`config.mk`:
```
export PLATFORM = sky130hd
export DESIGN_NAME = restoring_divider_flat
export DESIGN_NICKNAME = d
export VERILOG_FILES = /design/src/rtl/div_pkg.sv /design/src/rtl/restoring_divider_if.sv /design/src/rtl/divider_datapath.sv /design/src/rtl/restoring_divider.sv /design/src/flat_wrapper.sv
export SDC_FILE = /design/constraint.sdc
export NUM_CORES = 1
export LEC_CHECK = 0
export CAP_MARGIN = 10
export CORE_ASPECT_RATIO = 0.6
export CORE_MARGIN = 5
export CORE_UTILIZATION = 54
export CTS_BUF_LIST = sky130_fd_sc_hd__clkbuf_4 sky130_fd_sc_hd__clkbuf_8
export CTS_CLUSTER_DIAMETER = 60
export CTS_CLUSTER_SIZE = 14
export DETAILED_ROUTE_END_ITERATION = 8
export PLACE_DENSITY = 0.81
export RECOVER_POWER = 100
export SLEW_MARGIN = 0
export SYNTH_ARGS = -nofsm -noshare
export SYNTH_HDL_FRONTEND = slang
export SYNTH_SLANG_ARGS = --single-unit
```
`constraint.sdc`:
```
create_clock -name clock -period 4.5 [get_ports clock]
set_clock_uncertainty 0.1 [all_clocks]
set_input_delay 1.35 -clock clock [delete_from_list [all_inputs] [get_ports clock]]
set_output_delay 1.35 -clock clock [all_outputs]
set_load 0.1 [all_outputs]
```
`src/rtl/div_pkg.sv`:
```
// Shared types and constants for the restoring divider slice.
package div_pkg;

   localparam int default_n = 8;

   typedef enum logic [1:0] {
      IDLE,
      RUN,
      FINISH
   } state_t;

endpackage

```
`src/rtl/restoring_divider_if.sv`:
```
// Handshake and operand/result bundle between a requester (master) and the divider (slave).
interface restoring_divider_if
   import div_pkg::*;
#(
   parameter int n = default_n
);

   logic         start;
   logic [n-1:0] dividend;
   logic [n-1:0] divisor;
   logic         busy;
   logic         done;
   logic [n-1:0] quotient;
   logic [n-1:0] remainder;
   logic         div_by_zero;

   modport master (
      output start, dividend, divisor,
      input  busy, done, quotient, remainder, div_by_zero
   );

   modport slave (
      input  start, dividend, divisor,
      output busy, done, quotient, remainder, div_by_zero
   );

endinterface

```
`src/rtl/divider_datapath.sv`:
```
// A/Q/M registers with the one-bit-per-cycle shift and (n+1)-bit trial subtract.
module divider_datapath #(
   parameter int n = 8
) (
   input  logic         clock,
   input  logic         reset,
   input  logic         load,
   input  logic         step,
   input  logic [n-1:0] dividend,
   input  logic [n-1:0] divisor,
   output logic [n-1:0] q_val,
   output logic [n-1:0] rem_val
);

   logic        [n:0]   a;
   logic        [n-1:0] q;
   logic        [n-1:0] m;
   logic        [n:0]   a_sh;
   logic signed [n:0]   t;
   logic                borrow;

   assign a_sh = {a[n-1:0], q[n-1]};
   assign t    = signed'(a_sh) - signed'({1'b0, m});
   // a[n] is always clear between steps; folding it in keeps the whole A register observable.
   assign borrow = t[n] & ~a[n];

   always_ff @(posedge clock or negedge reset) begin
      if (!reset) begin
         a <= '0;
         q <= '0;
         m <= '0;
      end else if (load) begin
         a <= '0;
         q <= dividend;
         m <= divisor;
      end else if (step) begin
         a <= borrow ? a_sh : unsigned'(t);
         q <= {q[n-2:0], ~borrow};
      end
   end

   assign q_val   = q;
   assign rem_val = a[n-1:0];

endmodule

```
`src/rtl/restoring_divider.sv`:
```
// Multi-cycle unsigned restoring divider: IDLE/RUN/FINISH control around divider_datapath.
// Optional DIV_ZERO_CHECK_EN short-circuits a zero divisor straight to FINISH.
module restoring_divider
   import div_pkg::*;
#(
   parameter int n = default_n
) (
   input logic                clock,
   input logic                reset,
   restoring_divider_if.slave bus
);

   localparam int cw = $clog2(n + 1);

   state_t        state;
   logic [cw-1:0] count;
   logic          busy_r;
   logic          done_r;
   logic [n-1:0]  quotient_r;
   logic [n-1:0]  remainder_r;
   logic [n-1:0]  q_val;
   logic [n-1:0]  rem_val;
   logic          load;
   logic          step;

   assign load = (state == IDLE) && bus.start;
   assign step = (state == RUN);

   divider_datapath #(.n(n)) u_datapath (
      .clock    (clock),
      .reset    (reset),
      .load     (load),
      .step     (step),
      .dividend (bus.dividend),
      .divisor  (bus.divisor),
      .q_val    (q_val),
      .rem_val  (rem_val)
   );

`ifdef DIV_ZERO_CHECK_EN
   logic zero_div;
   logic dbz_r;
`endif

   always_ff @(posedge clock or negedge reset) begin
      if (!reset) begin
         state       <= IDLE;
         count       <= '0;
         busy_r      <= 1'b0;
         done_r      <= 1'b0;
         quotient_r  <= '0;
         remainder_r <= '0;
`ifdef DIV_ZERO_CHECK_EN
         zero_div    <= 1'b0;
         dbz_r       <= 1'b0;
`endif
      end else begin
         done_r <= 1'b0;
         case (state)
            IDLE: begin
               if (bus.start) begin
                  count  <= cw'(n);
                  busy_r <= 1'b1;
`ifdef DIV_ZERO_CHECK_EN
                  zero_div <= (bus.divisor == '0);
                  state    <= (bus.divisor == '0) ? FINISH : RUN;
`else
                  state  <= RUN;
`endif
               end
            end
            RUN: begin
               count <= count - 1'b1;
               if (count == cw'(1)) state <= FINISH;
            end
            FINISH: begin
`ifdef DIV_ZERO_CHECK_EN
               // On the short-circuit path Q still holds the captured dividend.
               quotient_r  <= zero_div ? '1 : q_val;
               remainder_r <= zero_div ? q_val : rem_val;
               dbz_r       <= zero_div;
`else
               quotient_r  <= q_val;
               remainder_r <= rem_val;
`endif
               done_r <= 1'b1;
               busy_r <= 1'b0;
               state  <= IDLE;
            end
            default: state <= IDLE;
         endcase
      end
   end

   assign bus.busy      = busy_r;
   assign bus.done      = done_r;
   assign bus.quotient  = quotient_r;
   assign bus.remainder = remainder_r;
`ifdef DIV_ZERO_CHECK_EN
   assign bus.div_by_zero = dbz_r;
`else
   assign bus.div_by_zero = 1'b0;
`endif

endmodule

```
`src/flat_wrapper.sv`:
```
// flat-port wrapper written by rule: the top's interface ports become plain ports
module restoring_divider_flat import div_pkg::*;
#(
   parameter int n = default_n
)
  (clock, reset, bus_start, bus_dividend, bus_divisor, bus_busy, bus_done, bus_quotient, bus_remainder, bus_div_by_zero);
  restoring_divider_if #(.n(n)) bus_i ();
  input logic clock;
  input logic reset;
  input wire logic [$bits(bus_i.start)-1:0] bus_start;
  input wire logic [$bits(bus_i.dividend)-1:0] bus_dividend;
  input wire logic [$bits(bus_i.divisor)-1:0] bus_divisor;
  output wire logic [$bits(bus_i.busy)-1:0] bus_busy;
  output wire logic [$bits(bus_i.done)-1:0] bus_done;
  output wire logic [$bits(bus_i.quotient)-1:0] bus_quotient;
  output wire logic [$bits(bus_i.remainder)-1:0] bus_remainder;
  output wire logic [$bits(bus_i.div_by_zero)-1:0] bus_div_by_zero;
  assign bus_i.start = bus_start;
  assign bus_i.dividend = bus_dividend;
  assign bus_i.divisor = bus_divisor;
  assign bus_busy = bus_i.busy;
  assign bus_done = bus_i.done;
  assign bus_quotient = bus_i.quotient;
  assign bus_remainder = bus_i.remainder;
  assign bus_div_by_zero = bus_i.div_by_zero;
  restoring_divider #(.n(n)) u_core (.clock(clock), .reset(reset), .bus(bus_i));
endmodule
```
==> flow_metrics.tcl, run 1 <==
set metrics [dict create \
    path_buf_inv 2 \
    gp_congestion 0.8751 \
    grt_pass1_wl_mm 9.032 \
    rows 18 \
    overflow 0 \
    ys.flop_type "dfrtp_1" \
    synth_commonest_cells "49 x dfrtp_1, 27 x nand2_1, 21 x o21ai_0" \
    crit_path_end_kind "register" \
    yosysTopAreaCell "dfrtp_1" \
    post-dp-hpwl_mm 3.986 \
    postCtsSetupBuffers 0 \
    relSlewSlack_pct 22.59 \
    synthTopCellsByArea "dfrtp_1 50%, mux2_2 6.9%, ha_1 5.1%, o21ai_0 4.3%, nand2_1 4.2%" \
    maxSlewViolCount 0 \
    ys_types 43 \
    clockBufferDepth 2 \
    clock.fmax_mhz 273.5 \
    cp_max_fo 15 \
    syn_area_mm2 0.002435 \
    clock_sinks 49 \
    routed-via-count 1884 \
    path_cells "dlygate4sd3_1 -> nor2b_1 -> nor2b_1 -> clkbuf_1 -> o21ai_0" \
    clk_latency_ns 0.30 \
    critical-path-slowest-cell "dlygate4sd3_1" \
    synthArstFlopShare_pct 100.0 \
    crit_family "buffers and inverters" \
    via_per_inst 5.709 \
    drc 0 \
    routed_wl_mm 5.439 \
    grt_setup_unrepaired "false" \
    cts_tree "built" \
    drt-met1-wl_mm 2.511 \
    layout_min_cycle_time_ns 3.656 \
    syn_area_per_cell_um2 10.36 \
    grt_max_degree 50 \
    cp_common_cell "nor2b_1" \
    maxCapViolCount 0 \
    dr.pass1.iters 4 \
    synth.yosys.seq_area_share_pct 50.36 \
    h-tree-depth 2 \
    synth_edf_count 0 \
    routed.top_layer "met4" \
    numPortBuffers 36 \
    synth_nets 265 \
    syn_to_final_growth_pct 19.78 \
    startpoint_type "input port" \
    nNetsFinal 299 \
    diodes 0 \
    dr_wl_met3_um 473 \
    setup-tns-final_ns 0 \
    required_ns 4.55 \
    dieArea_mm2 0.005996 \
    routedWlPerCell_um 16.48 \
    ys_warn_count 0 \
    wl_met2_mm 2.425 \
    worst_slew_pin_slew_ns 1.149 \
    arrival_ns 3.70 \
    drtAntennaViolNets 0 \
    start_util_pct 57.51 \
    fp.dieH_um 62.02 \
    drive_above_1_share_pct 9.630 \
    path_clk_slew_ns 0.09 \
    gr-usage-all-layers_pct 19.29 \
    period_share_pct 81.25 \
    grt_pass1_vias 1832 \
    ioPinCount 38 \
    status "finished, final reports clean" \
    initialDrtViolationCount 144 \
    max_stage_delay_ns 0.71 \
    synth.most_common_cell "dfrtp_1" \
    hold_viol 0 \
    n_fill_cell 342 \
    setup_viol 0 \
    hold_class "reg2reg" \
    postCtsHoldBufs 0 \
    core-area_mm2 0.004234 \
    cts_buffers 5 \
    antenna_found_initial 0 \
    die-width_um 96.69 \
    cts_resized 0 \
    synth_top_area_share_pct 50.36 \
    cts_root_buf "clkbuf_8" \
    ys_ff_latch 49 \
    syn_inst 235 \
    path_class "in2reg" \
]
[metrics by stage]
step / cells / hold WS (ns) / setup WS, ns / util (%) / cell area, um^2
after CTS: 330 / 0.3997 / 1.231 / 69.12 / 2927
final: 330 / 0.3954 / 0.8437 / 68.88 / 2917
after global placement: 322 / 0.3636 / 1.110 / 66.84 / 2830
after floorplan: 235 / 0.3498 / 1.807 / - / 2435
after detailed placement: 322 / 0.3778 / 0.9737 / 66.84 / 2830
after global routing: 330 / 0.4169 / 0.6810 / 68.88 / 2917
[metal layers]
layer | vias to the layer above | global-route usage (%)
met2 | 68 | 30.10
met1 | 917 | 27.18
met3 | 4 | 5.797
met4 | 0 | 4.200
met5 | - | 0
li1 | 895 | -
[state kept, by name, indices dropped and copies added, names as in the netlist]
signal / count
u_core.bus.busy: 1
u_core.bus.done: 1
u_core.bus.quotient: 8
u_core.bus.remainder: 8
u_core.count: 4
u_core.state: 2
u_core.u_datapath.a: 9
u_core.u_datapath.m: 8
u_core.u_datapath.q_val: 8
[layout make-up]
cell class                 instances  area [um^2]  area share, %
clock buffer                       6        82.58          2.831
clock inverter                     2        13.76         0.4719
inverter                          13        48.80          1.673
multi-input combinational        161         1100          37.71
sequential                        49         1226          42.04
tap                               60        75.07          2.574
timing repair buffer              39        370.4          12.70
[placed cells by master (no fill, tap or decap), types with 2 or more instances in the layout]
cell and instances:
nor3_1 2, a21oi_1 13, clkdlybuf4s50_1 16, nand4_1 4
xnor2_1 3, a22oi_1 7, xor2_1 4, nor4b_1 2
dlygate4sd3_1 19, and2_1 3, o211ai_1 6, nand2_1 27
dfrtp_1 49, ha_1 10, nand2b_1 2, o21ai_0 22
clkbuf_1 2, clkbuf_8 6, nor2b_1 10, o211a_1 2
inv_1 13, nor2_1 6, a21o_1 3, mux2_2 15
nand3_1 2, a311o_1 2
[logic make-up (layout without fill, tap and decap cells)]
group	Yosys count	after routing	share of synthesized area, %
buf+inv	25	60	4.368
flops	49	49	50.36
simple gates	64	64	13.36
mux	15	15	6.937
other cells	1	1	0.1540
fa+ha+maj	11	11	5.961
xor+xnor	7	7	2.518
compound gates	63	63	16.34
[worst register-to-register path, cell delays in order, from the launching register on]
cell	delay [ns]
dfrtp_1	0.39
inv_1	0.11
ha_1	0.18
inv_1	0.05
fa_1	0.42
a211oi_1	0.35
o211a_1	0.26
o21ai_0	0.39
and2_0	0.49
a311o_1	0.38
[worst paths after layout]
check                                             endpoint  cells past startpoint  slack, ns                        from
worst max-delay path                u_core.u_datapath.m[1]                      5       0.84                   bus_start
worst min-delay path            u_core.u_datapath.q_val[7]                      2       0.40  u_core.u_datapath.q_val[7]
worst max register to register      u_core.u_datapath.a[3]                      9       1.27  u_core.u_datapath.q_val[7]
worst min register to register  u_core.u_datapath.q_val[7]                      2       0.40  u_core.u_datapath.q_val[7]
max in group asynchronous           u_core.u_datapath.m[1]                      1       2.52                       reset
min in group asynchronous          u_core.bus.remainder[5]                      1       1.13                       reset
Power of run 1 is left out: the tool's default activity adds up to more than one toggle a clock period on the data nets, which glitch-free logic cannot reach.
==> run 2, diff against run 1 <==
- CORE_UTILIZATION: 54 -> 50
- PLACE_DENSITY: 0.81 -> 0.79
- clock period: 4.5 -> 3.2 ns (I/O delays scaled with it)
==> run 2 against run 1 <==
Effect of this change: cell count grew 1.8%; final area shrank 3.6%; die area grew 6.9%; highest routed layer unchanged; sequential share of layout area grew 1.6 points; routed wire length shrank 5.8%; setup slack lost 0.44 ns; non-clock buffer count grew 3; flip-flop and latch count is the same; global-route usage shrank 1.8 points; clock-buffer cell count is the same; via count shrank 3.7%; critical path type is now reg2reg.
==> flow_metrics.tcl, run 2 (synthesis results as in run 1) <==
set metrics [dict create \
    status "finished, final reports clean" \
    maxSlewViolCount 0 \
    grt_pass1_wl_mm 8.866 \
    antenna_found_initial 0 \
    grt_setup_unrepaired "false" \
    drc 0 \
    regMostFlops "u_core.u_datapath.a" \
    startpoint_type "register" \
    maxCapViolCount 0 \
    ff_latch_area_mm2 0.001226 \
    grt_max_degree 50 \
    cp_max_fo 10 \
    multi_input_area_mm2 0.001102 \
    clockBufferDepth 2 \
    cts_resized 0 \
    clk_latency_ns 0.29 \
    dr.pass1.iters 4 \
    largest_register_ffs 9 \
    clock.fmax_mhz 357.8 \
    h-tree-depth 2 \
    core-area_mm2 0.004636 \
    via_per_inst 5.399 \
    hold_viol 0 \
    n_fill_cell 405 \
    die-width_um 100.1 \
    hold_depth 2 \
    gp_congestion 0.8242 \
    diodes 0 \
    routed-via-count 1814 \
    overflow 0 \
    grt_pass1_vias 1859 \
    hold_class "reg2reg" \
    postCtsHoldBufs 0 \
    final_common_cell "dfrtp_1" \
    r2r_start "u_core.u_datapath.q_val[7]" \
    setup-tns-final_ns 0 \
    worstHoldStart "u_core.bus.quotient[7]" \
    required_ns 3.28 \
    routed_wl_mm 5.124 \
    postCtsSetupBuffers 0 \
    crit_path_end_kind "register" \
    worst_slew_pin_slew_ns 1.181 \
    hold_path_end "u_core.bus.quotient[7]" \
    layout_min_cycle_time_ns 2.795 \
    path_clk_slew_ns 0.09 \
    most-common-layout-cells "49 x dfrtp_1, 27 x nand2_1, 22 x clkbuf_1, 21 x o21ai_0, 16 x clkdlybuf4s50_1" \
    reg2regPathDepth 9 \
    reg2reg_to "u_core.u_datapath.a[3]" \
    arrival_ns 2.88 \
    period_share_pct 87.34 \
    drtAntennaViolNets 0 \
    post-dp-hpwl_mm 3.642 \
    cts_buffers 5 \
    numPortBuffers 36 \
    ioPinCount 38 \
    dieArea_mm2 0.006411 \
    path_class "reg2reg" \
    rows 19 \
    fp.dieH_um 64.06 \
    start_util_pct 52.52 \
    cts_tree "built" \
    cts_root_buf "clkbuf_8" \
    initialDrtViolationCount 106 \
    gr-usage-all-layers_pct 17.44 \
    nNetsFinal 302 \
    syn_to_final_growth_pct 15.52 \
    routedWlPerCell_um 15.25 \
    clock_sinks 49 \
    setup_viol 0 \
    drive_above_1_share_pct 10.26 \
    relSlewSlack_pct 21.24 \
    reg2reg_slack_ns 0.41 \
]
[run 2: metal layers]
layer | GRT usage [%] | vias up | wire length, um
met3 | 5.326 | 2 | 383
met4 | 3.193 | 0 | 19
met1 | 26.97 | 863 | 2562
li1 | - | 898 | -
met5 | 0 | - | 0
met2 | 24.17 | 51 | 2157
[run 2: worst max-delay path by stage]
stage,to,depth (start not counted),start
floorplan,u_core.u_datapath.a[3],10,u_core.u_datapath.q_val[7]
global placement,u_core.u_datapath.a[5],9,u_core.u_datapath.q_val[7]
detailed placement,u_core.u_datapath.a[5],9,u_core.u_datapath.q_val[7]
CTS,u_core.u_datapath.a[5],9,u_core.u_datapath.q_val[7]
global route,u_core.u_datapath.a[0],9,u_core.u_datapath.q_val[7]
finish,u_core.u_datapath.a[3],9,u_core.u_datapath.q_val[7]
[run 2: final cells by class]
cell class / instances / share of cell area, %
Clock inverter: 2 / 0.3559
Clock buffer: 6 / 2.714
Multi-Input combinational cell: 161 / 39.19
Inverter: 13 / 1.735
Timing Repair Buffer: 42 / 9.609
Tap cell: 63 / 2.802
Sequential cell: 49 / 43.59
[run 2: worst max-delay path, stage by stage, from the launching register on]
cell	delay (ns)
dfrtp_1	0.38
inv_1	0.10
ha_1	0.17
inv_1	0.06
fa_1	0.42
a211oi_1	0.35
o211a_1	0.27
o21ai_1	0.24
and2_4	0.30
a311o_1	0.31
[run 2: per-stage QoR]
step / hold WS [ns] / cell area, um^2 / worst slack, ns / utilization [%] / cells
after floorplan: 0.3498 / 2435 / 0.6539 / - / 235
after global placement: 0.3804 / 2811 / 0.5958 / 60.65 / 328
after detailed placement: 0.3775 / 2811 / 0.4632 / 60.65 / 328
after CTS: 0.4030 / 2898 / 0.4426 / 62.51 / 336
after global routing: 0.4291 / 2813 / 0.1638 / 60.67 / 336
final: 0.3937 / 2813 / 0.4053 / 60.67 / 336
Power of run 2 is left out for the same reason.
==> run 3, diff against run 2 <==
- PLACE_DENSITY: 0.79 -> 0.85
- clock period: 3.2 -> 2.4 ns (I/O delays scaled with it)
==> run 3 against run 2 <==
Effect of this change: the run now ends with setup timing left; routed wire length up 12%; global-route usage increased by 1.0 points; utilization increased by 5.1 points; die area did not move; via count rose by 8.1%; final area increased by 8.5%; clock-buffer cell count fell by 1; sequential share of layout area shrank 3.4 points; worst hold slack got worse by 0.0069 ns; critical path type unchanged.
==> flow_metrics.tcl, run 3 (synthesis results as in run 1) <==
set metrics [dict create \
    final_common_cell "dfrtp_1" \
    nNetsFinal 324 \
    syn_to_final_growth_pct 25.28 \
    routedWlPerCell_um 16.07 \
    worst_hold_slack_ns 0.3868 \
    critical-path-slowest-cell "or4_4" \
    cp.depth 8 \
    cts_tree "built" \
    die-width_um 100.1 \
    post-dp-hpwl_mm 4.184 \
    maxSlewViolCount 0 \
    initialDrtViolationCount 138 \
    clock_sinks 49 \
    path_buf_inv 1 \
    diodes 0 \
    required_ns 2.49 \
    drive_above_1_share_pct 24.07 \
    fp.dieH_um 64.06 \
    stdcell_count 358 \
    setup_viol 2 \
    via_per_inst 5.478 \
    grt_max_degree 19 \
    largest_register_ffs 9 \
    relSlewSlack_pct 36.50 \
    layout_min_cycle_time_ns 2.420 \
    hold_depth 1 \
    grt_pass1_vias 1917 \
    regMostFlops "u_core.u_datapath.a" \
    antenna_found_initial 0 \
    crit_family "simple AND/OR/NAND/NOR gates" \
    drtAntennaViolNets 0 \
    worst_slew_pin_slew_ns 0.9524 \
    drc 0 \
    routed-via-count 1961 \
    clockBufferDepth 2 \
    reg2reg_slack_ns -0.02 \
    setup_ws_ns -0.02044 \
    clk_latency_ns 0.31 \
    status "finished, violations left" \
    clock.fmax_mhz 413.1 \
    crit_path_end_kind "register" \
    hold_class "reg2reg" \
    ioPinCount 38 \
    maxCapViolCount 0 \
    gr-usage-all-layers_pct 18.46 \
    dp.cells 346 \
    cts_root_buf "clkbuf_8" \
    rows 19 \
    reg2regPathDepth 8 \
    gp_congestion 0.8705 \
    numPortBuffers 36 \
    path_cells "ha_4 -> inv_2 -> fa_2 -> a211oi_4 -> o211a_1 -> or4_4 -> and2_4 -> a311o_1" \
    routed_wl_mm 5.752 \
    grt_setup_unrepaired "true" \
    overflow 0 \
    h-tree-depth 2 \
    dieArea_mm2 0.006411 \
    cp_max_fo 6 \
    startpoint_type "register" \
    dpl_cell_area_mm2 0.002973 \
    hold_viol 0 \
    max_stage_delay_ns 0.46 \
    path_clk_slew_ns 0.10 \
    path_class "reg2reg" \
    start_util_pct 52.52 \
    violations "setup timing" \
    most-common-layout-cells "49 x dfrtp_1, 27 x nand2_1, 21 x o21ai_0, 19 x clkbuf_2" \
    cts_buffers 5 \
    grt_pass1_wl_mm 9.294 \
    period_share_pct 100.9 \
    stdcell_area_mm2 0.003050 \
    arrival_ns 2.51 \
    pre_cts_ws_ns -0.04844 \
    core-area_mm2 0.004636 \
    dr.pass1.iters 4 \
]
==> run 3: through the flow <==
| stage | utilization, % | setup TNS (ns) |
|---|---|---|
| 3_3_place_gp | 64.13 | 0 |
| 3_5_place_dp | 64.13 | -0.09509 |
| 2_1_floorplan | - | -0.07517 |
| 4_1_cts | 67.13 | 0 |
| 5_1_grt | 65.80 | -0.2581 |
| 6_report | 65.80 | -0.04082 |
==> run 3: per-layer routing <==
metal / global-route usage [%] / vias to the layer above / routed length (um)
li1: - / 943 / -
met1: 28.13 / 943 / 2889
met2: 25.66 / 66 / 2396
met3: 4.783 / 9 / 399
met4: 5.546 / 0 / 67
met5: 0 / - / 0
==> run 3: worst reg2reg max path, delay by kind of cell, from the launching register on <==
family / cells / cell delay (ns)
simple gates: 2 / 0.67
fa+ha+maj: 2 / 0.41
compound gates: 3 / 0.64
flops: 1 / 0.43
buf+inv: 1 / 0.05
==> run 3: worst paths after layout <==
check	end	start
max in group asynchronous	u_core.count[2]	reset
min in group asynchronous	u_core.bus.remainder[1]	reset
min	u_core.bus.busy	u_core.bus.busy
max reg2reg	u_core.u_datapath.a[5]	u_core.u_datapath.m[0]
max	u_core.u_datapath.a[5]	u_core.u_datapath.m[0]
min reg2reg	u_core.bus.busy	u_core.bus.busy
==> run 3: cell type report <==
cell class	instances	area (um^2)
Clock buffer	5	68.82
Clock inverter	3	21.27
Fill cell	374	1585
Inverter	13	48.80
Multi-Input combinational cell	161	1137
Sequential cell	49	1226
Tap cell	63	78.83
Timing Repair Buffer	64	469.2
==> run 3: repair_timing <==
item                                    CTS  global route
endpoints found under the setup margin    2             8
gates resized for setup                   2             4
hold buffers                              0             0
pin swaps                                 4             8
buffers inserted                          3             1
Power of run 3 is left out for the same reason.
